===== config.mk =====
export PLATFORM = sky130hd
export DESIGN_NAME = rv32_mem_stage
export DESIGN_NICKNAME = d
export VERILOG_FILES = /design/src/rtl/rv32_mem_stage.sv
export SDC_FILE = /design/constraint.sdc
export NUM_CORES = 1
export LEC_CHECK = 0
export ABC_AREA = 1
export CORE_AREA = 2 2 150 152
export CTS_BUF_LIST = sky130_fd_sc_hd__clkbuf_16
export DETAILED_ROUTE_END_ITERATION = 6
export DIE_AREA = 0 0 152 154
export HOLD_SLACK_MARGIN = 0.12
export PLACE_DENSITY = 0.85
export SLEW_MARGIN = 10
export SYNTH_ARGS = -nofsm -noshare
export SYNTH_HDL_FRONTEND = slang
export SYNTH_SLANG_ARGS = --single-unit

===== constraint.sdc =====
create_clock -name clk -period 2.7 [get_ports clk]
set_input_delay 0.54 -clock clk [delete_from_list [all_inputs] [get_ports clk]]
set_output_delay 0.54 -clock clk [all_outputs]
set_load 0.05 [all_outputs]

===== src/rtl/rv32_mem_stage.sv =====
//------------------------------------------------------------------------------
// Module   : rv32_mem_stage (with rv32_types package)
// Brief    : rv32 memory stage; data-bus loads/stores, writeback register.
// Revision : 1.0 - initial release
//------------------------------------------------------------------------------
`default_nettype none

package rv32_types;
  typedef logic [31:0] rv32_word;

  localparam rv32_word RV_NOP = 32'h0000_0013;

  typedef enum logic [3:0] {
    MEM_NONE = 4'd0, LB, LH, LW, LBU, LHU, SB, SH, SW
  } mem_op_t;

  typedef enum logic [1:0] {WB_NONE = 2'd0, WB_ALU, WB_MEM, WB_STORE} wb_src_t;

  typedef struct packed {
    mem_op_t    mem_op;
    wb_src_t    wb_result_src;
    logic [4:0] rd;
    logic       reg_write;
  } decoded_instr_t;

  typedef struct packed {
    rv32_word       instr;
    rv32_word       pc;
    decoded_instr_t decoded_instr;
    rv32_word       mem_addr;
    rv32_word       wb_result;
  } exec_mem_buffer_t;

  typedef struct packed {
    rv32_word       instr;
    rv32_word       pc;
    decoded_instr_t decoded_instr;
    rv32_word       wb_result;
  } mem_wb_buffer_t;

  function automatic decoded_instr_t create_nop_ctrl();
    decoded_instr_t d;
    d.mem_op        = MEM_NONE;
    d.wb_result_src = WB_NONE;
    d.rd            = 5'd0;
    d.reg_write     = 1'b0;
    return d;
  endfunction
endpackage

module rv32_mem_stage
  import rv32_types::*;
(
  input  logic             clk,
  input  logic             resetn,
  input  exec_mem_buffer_t exec_mem_buff,
  output mem_wb_buffer_t   mem_wb_buff,
  input  logic             stop,
  output logic             mem_stall,
  output rv32_word         wb_bypass,
  output logic             dmem_req,
  output logic             dmem_we,
  output rv32_word         dmem_addr,
  output rv32_word         dmem_wdata,
  output logic [3:0]       dmem_be,
  input  logic             dmem_ready,
  input  logic             dmem_rvalid,
  input  rv32_word         dmem_rdata,
  output logic             misaligned
);

  typedef enum logic [0:0] {IDLE = 1'b0, WAIT_RSP = 1'b1} state_t;

  state_t         r_state;
  logic [1:0]     r_lane;
  mem_op_t        r_ld_op;
  logic           r_done;
  rv32_word       r_rsp_data;

  mem_op_t        w_op;
  rv32_word       w_addr;
  logic           w_is_load;
  logic           w_is_store;
  logic           w_is_half;
  logic           w_is_word;
  logic           w_bus_op;
  logic           w_accept;
  logic           w_store_acc;
  logic           w_load_rsp;
  logic           w_complete;
  logic [3:0]     w_be;
  logic [7:0]     w_ld_byte;
  logic [15:0]    w_ld_half;
  rv32_word       w_load_result;
  mem_wb_buffer_t w_next_wb;

  assign w_op   = exec_mem_buff.decoded_instr.mem_op;
  assign w_addr = exec_mem_buff.mem_addr;

  always_comb begin
    w_is_load  = 1'b0;
    w_is_store = 1'b0;
    w_is_half  = 1'b0;
    w_is_word  = 1'b0;
    case (w_op)
      LB, LBU:  w_is_load = 1'b1;
      LH, LHU:  begin w_is_load = 1'b1;  w_is_half = 1'b1; end
      LW:       begin w_is_load = 1'b1;  w_is_word = 1'b1; end
      SB:       w_is_store = 1'b1;
      SH:       begin w_is_store = 1'b1; w_is_half = 1'b1; end
      SW:       begin w_is_store = 1'b1; w_is_word = 1'b1; end
      default:  ;
    endcase
  end

  assign misaligned = (w_is_half & w_addr[0]) | (w_is_word & (|w_addr[1:0]));
  assign w_bus_op   = (w_is_load | w_is_store) & ~misaligned;

  // r_done: bus part finished while stopped; only the writeback is pending.
  assign dmem_req    = w_bus_op & (r_state == IDLE) & ~r_done;
  assign w_accept    = dmem_req & dmem_ready;
  assign w_store_acc = w_accept & w_is_store;
  assign w_load_rsp  = (r_state == WAIT_RSP) & dmem_rvalid;
  assign w_complete  = w_store_acc | w_load_rsp | r_done;
  assign mem_stall   = w_bus_op & ~w_complete;

  assign dmem_we   = w_is_store;
  assign dmem_addr = {w_addr[31:2], 2'b00};
  assign dmem_be   = dmem_req ? w_be : 4'b0000;
  assign wb_bypass = mem_wb_buff.wb_result;

  always_comb begin
    dmem_wdata = exec_mem_buff.wb_result;
    w_be       = 4'b1111;
    if (w_is_half) begin
      dmem_wdata = {2{exec_mem_buff.wb_result[15:0]}};
      w_be       = w_addr[1] ? 4'b1100 : 4'b0011;
    end else if (!w_is_word) begin
      dmem_wdata = {4{exec_mem_buff.wb_result[7:0]}};
      w_be       = 4'b0001 << w_addr[1:0];
    end
  end

  always_comb begin
    case (r_lane)
      2'd0:    w_ld_byte = dmem_rdata[7:0];
      2'd1:    w_ld_byte = dmem_rdata[15:8];
      2'd2:    w_ld_byte = dmem_rdata[23:16];
      default: w_ld_byte = dmem_rdata[31:24];
    endcase
    w_ld_half = r_lane[1] ? dmem_rdata[31:16] : dmem_rdata[15:0];
    case (r_ld_op)
      LB:      w_load_result = {{24{w_ld_byte[7]}}, w_ld_byte};
      LBU:     w_load_result = {24'd0, w_ld_byte};
      LH:      w_load_result = {{16{w_ld_half[15]}}, w_ld_half};
      LHU:     w_load_result = {16'd0, w_ld_half};
      default: w_load_result = dmem_rdata;
    endcase
  end

  // Anything not completing this cycle leaves a bubble so WB never repeats.
  always_comb begin
    w_next_wb.instr         = RV_NOP;
    w_next_wb.pc            = '0;
    w_next_wb.decoded_instr = create_nop_ctrl();
    w_next_wb.wb_result     = '0;
    if ((!w_bus_op && !misaligned) || (w_bus_op && w_complete)) begin
      w_next_wb.instr         = exec_mem_buff.instr;
      w_next_wb.pc            = exec_mem_buff.pc;
      w_next_wb.decoded_instr = exec_mem_buff.decoded_instr;
      w_next_wb.wb_result     = exec_mem_buff.wb_result;
      if (w_bus_op && w_is_load)
        w_next_wb.wb_result = r_done ? r_rsp_data : w_load_result;
    end
  end

  always_ff @(posedge clk) begin
    if (!resetn) begin
      r_state                   <= IDLE;
      r_lane                    <= 2'd0;
      r_ld_op                   <= MEM_NONE;
      r_done                    <= 1'b0;
      r_rsp_data                <= '0;
      mem_wb_buff.instr         <= RV_NOP;
      mem_wb_buff.pc            <= '0;
      mem_wb_buff.decoded_instr <= create_nop_ctrl();
      mem_wb_buff.wb_result     <= '0;
    end else begin
      case (r_state)
        IDLE: begin
          if (w_accept && w_is_load) begin
            r_state <= WAIT_RSP;
            r_lane  <= w_addr[1:0];
            r_ld_op <= w_op;
          end
        end
        WAIT_RSP: begin
          if (dmem_rvalid)
            r_state <= IDLE;
        end
        default: r_state <= IDLE;
      endcase

      if (stop) begin
        if (w_store_acc || w_load_rsp) begin
          r_done     <= 1'b1;
          r_rsp_data <= w_load_result;
        end
      end else begin
        r_done      <= 1'b0;
        mem_wb_buff <= w_next_wb;
      end
    end
  end

endmodule

`default_nettype wire


==> flow_summary.yaml <==
global_route:
  grt_pass1_vias: 9082
  grt_max_degree: 109
  grt_usage: 0.263
  antenna_found_initial: 2
  grt_first_pass_wirelength_mm: 49.4
  grt-ovfl-total: 0
sta:
  slew_headroom: 0.567
  rsz0062_at_grt: "false"
  fmax_ghz: 0.382
  finalSetupViolations: 0
  finalWorstSetupSlack_ns: 0.0848
  fin_crit_sh: 0.969
  skew_ns: 0.0155
  fin_crit_ns: 2.62
  setup_tns_ns: 0
  maxSlewViolCount: 0
  hold_viol_final: 0
  tightestPinTransition_ns: 0.648
finish:
  final_common_cell: "nand2_1"
  drive_above_1_share: 0.104
  area_growth_pct: 50.5
  nets: 1782
  layout_common_cells: "nand2_1 (503), clkdlybuf4s50_1 (282), dfxtp_1 (148), nand3_1 (109), a21oi_1 (106)"
critical_path:
  critPathCaptureType: "output port"
  crit_type: "in2out"
  start_kind: "input pin"
  cp.required_ns: 2.16
  worst-r2r-cell-count: 11
  crit_fanout: 7
  crit_arrival_ns: 2.08
clocking:
  clock_path_buffers: 2
  clk_pin_slew_ns: 0.06
  cts_tree: "yes"
  clockRootBuffer: "clkbuf_16"
  cts.sinks: 148
  post_cts_buffers: 0
  cts_buffers: 17
  hold_buffers: 0
  clk_latency_ns: 0.44
  htreeDepth: 4
synth:
  synth_top_family_by_area: "simple AND/OR/NAND/NOR gates"
  synth_seq_area_share: 0.347
  synth_warnings: 0
  synthesis.area_um2: 8530
  avgSynthCellArea_um2: 6.29
  synthAdderAreaFrac: 0
  synth-compound-area-share: 0.105
  ys_ff_latch: 148
  synth-xor-area-share: 0
  muxShareOfSynthArea: 0
  ys_types: 23
  synth-simple-area-share: 0.396
  netlist_instances: 1356
floorplanning:
  ios: 389
  core_area_um2: 21700
  initial_utilization: 0.393
  die_w_um: 152
  die-area_um2: 23400
  chipHeight_um: 154
  rows: 54
detailed_routing:
  vias: 9571
  wl_per_cell_um: 16.8
  vias_per_cell: 5.04
  antenna_left: 0
  dr.pass1.iters: 7
  drtIter0Drc: 747
  wl_mm: 31.9
  drc: 9
worst_hold_path:
  min_path_type: "reg2reg"
  whs_path_depth: 2
power_and_ir_drop:
  power_per_cell_area_nw_per_um2: 576
  p_leak_nw: 5.90
  peakVddDrop_uv: 512
  power_w: 0.00739
placed_design:
  place_hpwl_mm: 24.3
  gp_congestion: 0.927
  port_buffers: 326
  preCtsSetupSlack_ns: -0.144
run_status:
  status: "finished with violations"
  violations: "DRC"
flow_run:
  cap_violations: 0
==> what timing repair did <==
item,4_1_cts,5_1_grt
gates resized for setup,10,4
setup endpoints to repair,29,2
pin swaps,3,2
==> final cells by class <==
type	instances	area (um^2)
flip-flops and latches	148	2960
clock buffers	17	425
fillers	1899	8850
clock inverters	15	214
repair buffers	387	4210
inverters	95	363
multi-input cells	956	4310
diodes	1	2.50
well taps	280	350
==> Yosys cell counts <==
cell type	instances	area share
nor2_4	1	0.0013
buf_1	12	0.0053
clkinv_1	1	0.00044
nor2_2	5	0.0037
nor2_1	74	0.033
nand2_1	503	0.22
conb_1	1	0.00044
o21ai_0	46	0.027
inv_1	87	0.038
clkbuf_1	40	0.018
o211ai_1	7	0.0062
inv_2	7	0.0031
buf_4	77	0.068
or2_2	3	0.0022
buf_2	27	0.016
o21ai_1	17	0.010
nand2_2	9	0.0066
buf_6	2	0.0026
nand3b_1	70	0.062
dfxtp_1	148	0.35
a21oi_1	106	0.062
nand4_1	4	0.0029
nand3_1	109	0.064
==> power breakdown <==
group	internal (W)	leakage, nW	switching (W)
sequential	0.00230	1.21	0.0000786
clock	0.00151	0.311	0.00111
combinational	0.000917	4.38	0.00148
==> cells by family after synthesis <==
group,Yosys count
simple gates,778
buf+inv,253
other cells,1
flops,148
compound gates,176
==> path summary, 6_finish.rpt <==
| kind | startpoint | slack [ns] | to |
|---|---|---|---|
| setup / recovery | exec_mem_buff[74] | 0.08 | dmem_wdata[26] |
| hold / removal | r_ld_op[3] | 0.44 | r_ld_op[3] |
| setup reg to reg | r_lane[0] | 0.57 | wb_bypass[20] |
| hold reg to reg | r_ld_op[3] | 0.44 | r_ld_op[3] |
==> metal layers <==
metal,up-vias,track usage,part of all wire
li1,4727,-,-
met1,4260,0.295,0.38
met2,493,0.468,0.49
met3,89,0.0691,0.085
met4,2,0.120,0.045
met5,-,0,0.00038
==> worst max-delay path, stage by stage <==
cell and delay [ns]:
clkdlybuf4s15_1 0.27, inv_2 0.07, nor2_2 0.14, nand2_1 0.08, nand2_2 0.12, clkinv_1 0.12
buf_4 0.19, o211ai_1 0.23, bufbuf_16 0.32
==> state kept, by name, summed over array words and instances, names as in the netlist <==
register     flops
r_state          1
r_lane           2
mem_wb_buff     76
r_ld_op          4
r_done           1
r_rsp_data      32
wb_bypass       32
==> metrics by stage <==
step	hold slack, ns	cell area [um^2]	std cells	utilization
finish	0.441	12800	1899	0.592
global route	0.468	12800	1899	0.592
global placement	0.426	12200	1866	0.562
CTS	0.440	12800	1898	0.592
floorplan	0.418	8550	1357	-
detailed placement	0.429	12200	1866	0.562
Note: power is estimated with default switching activity, not from simulation.
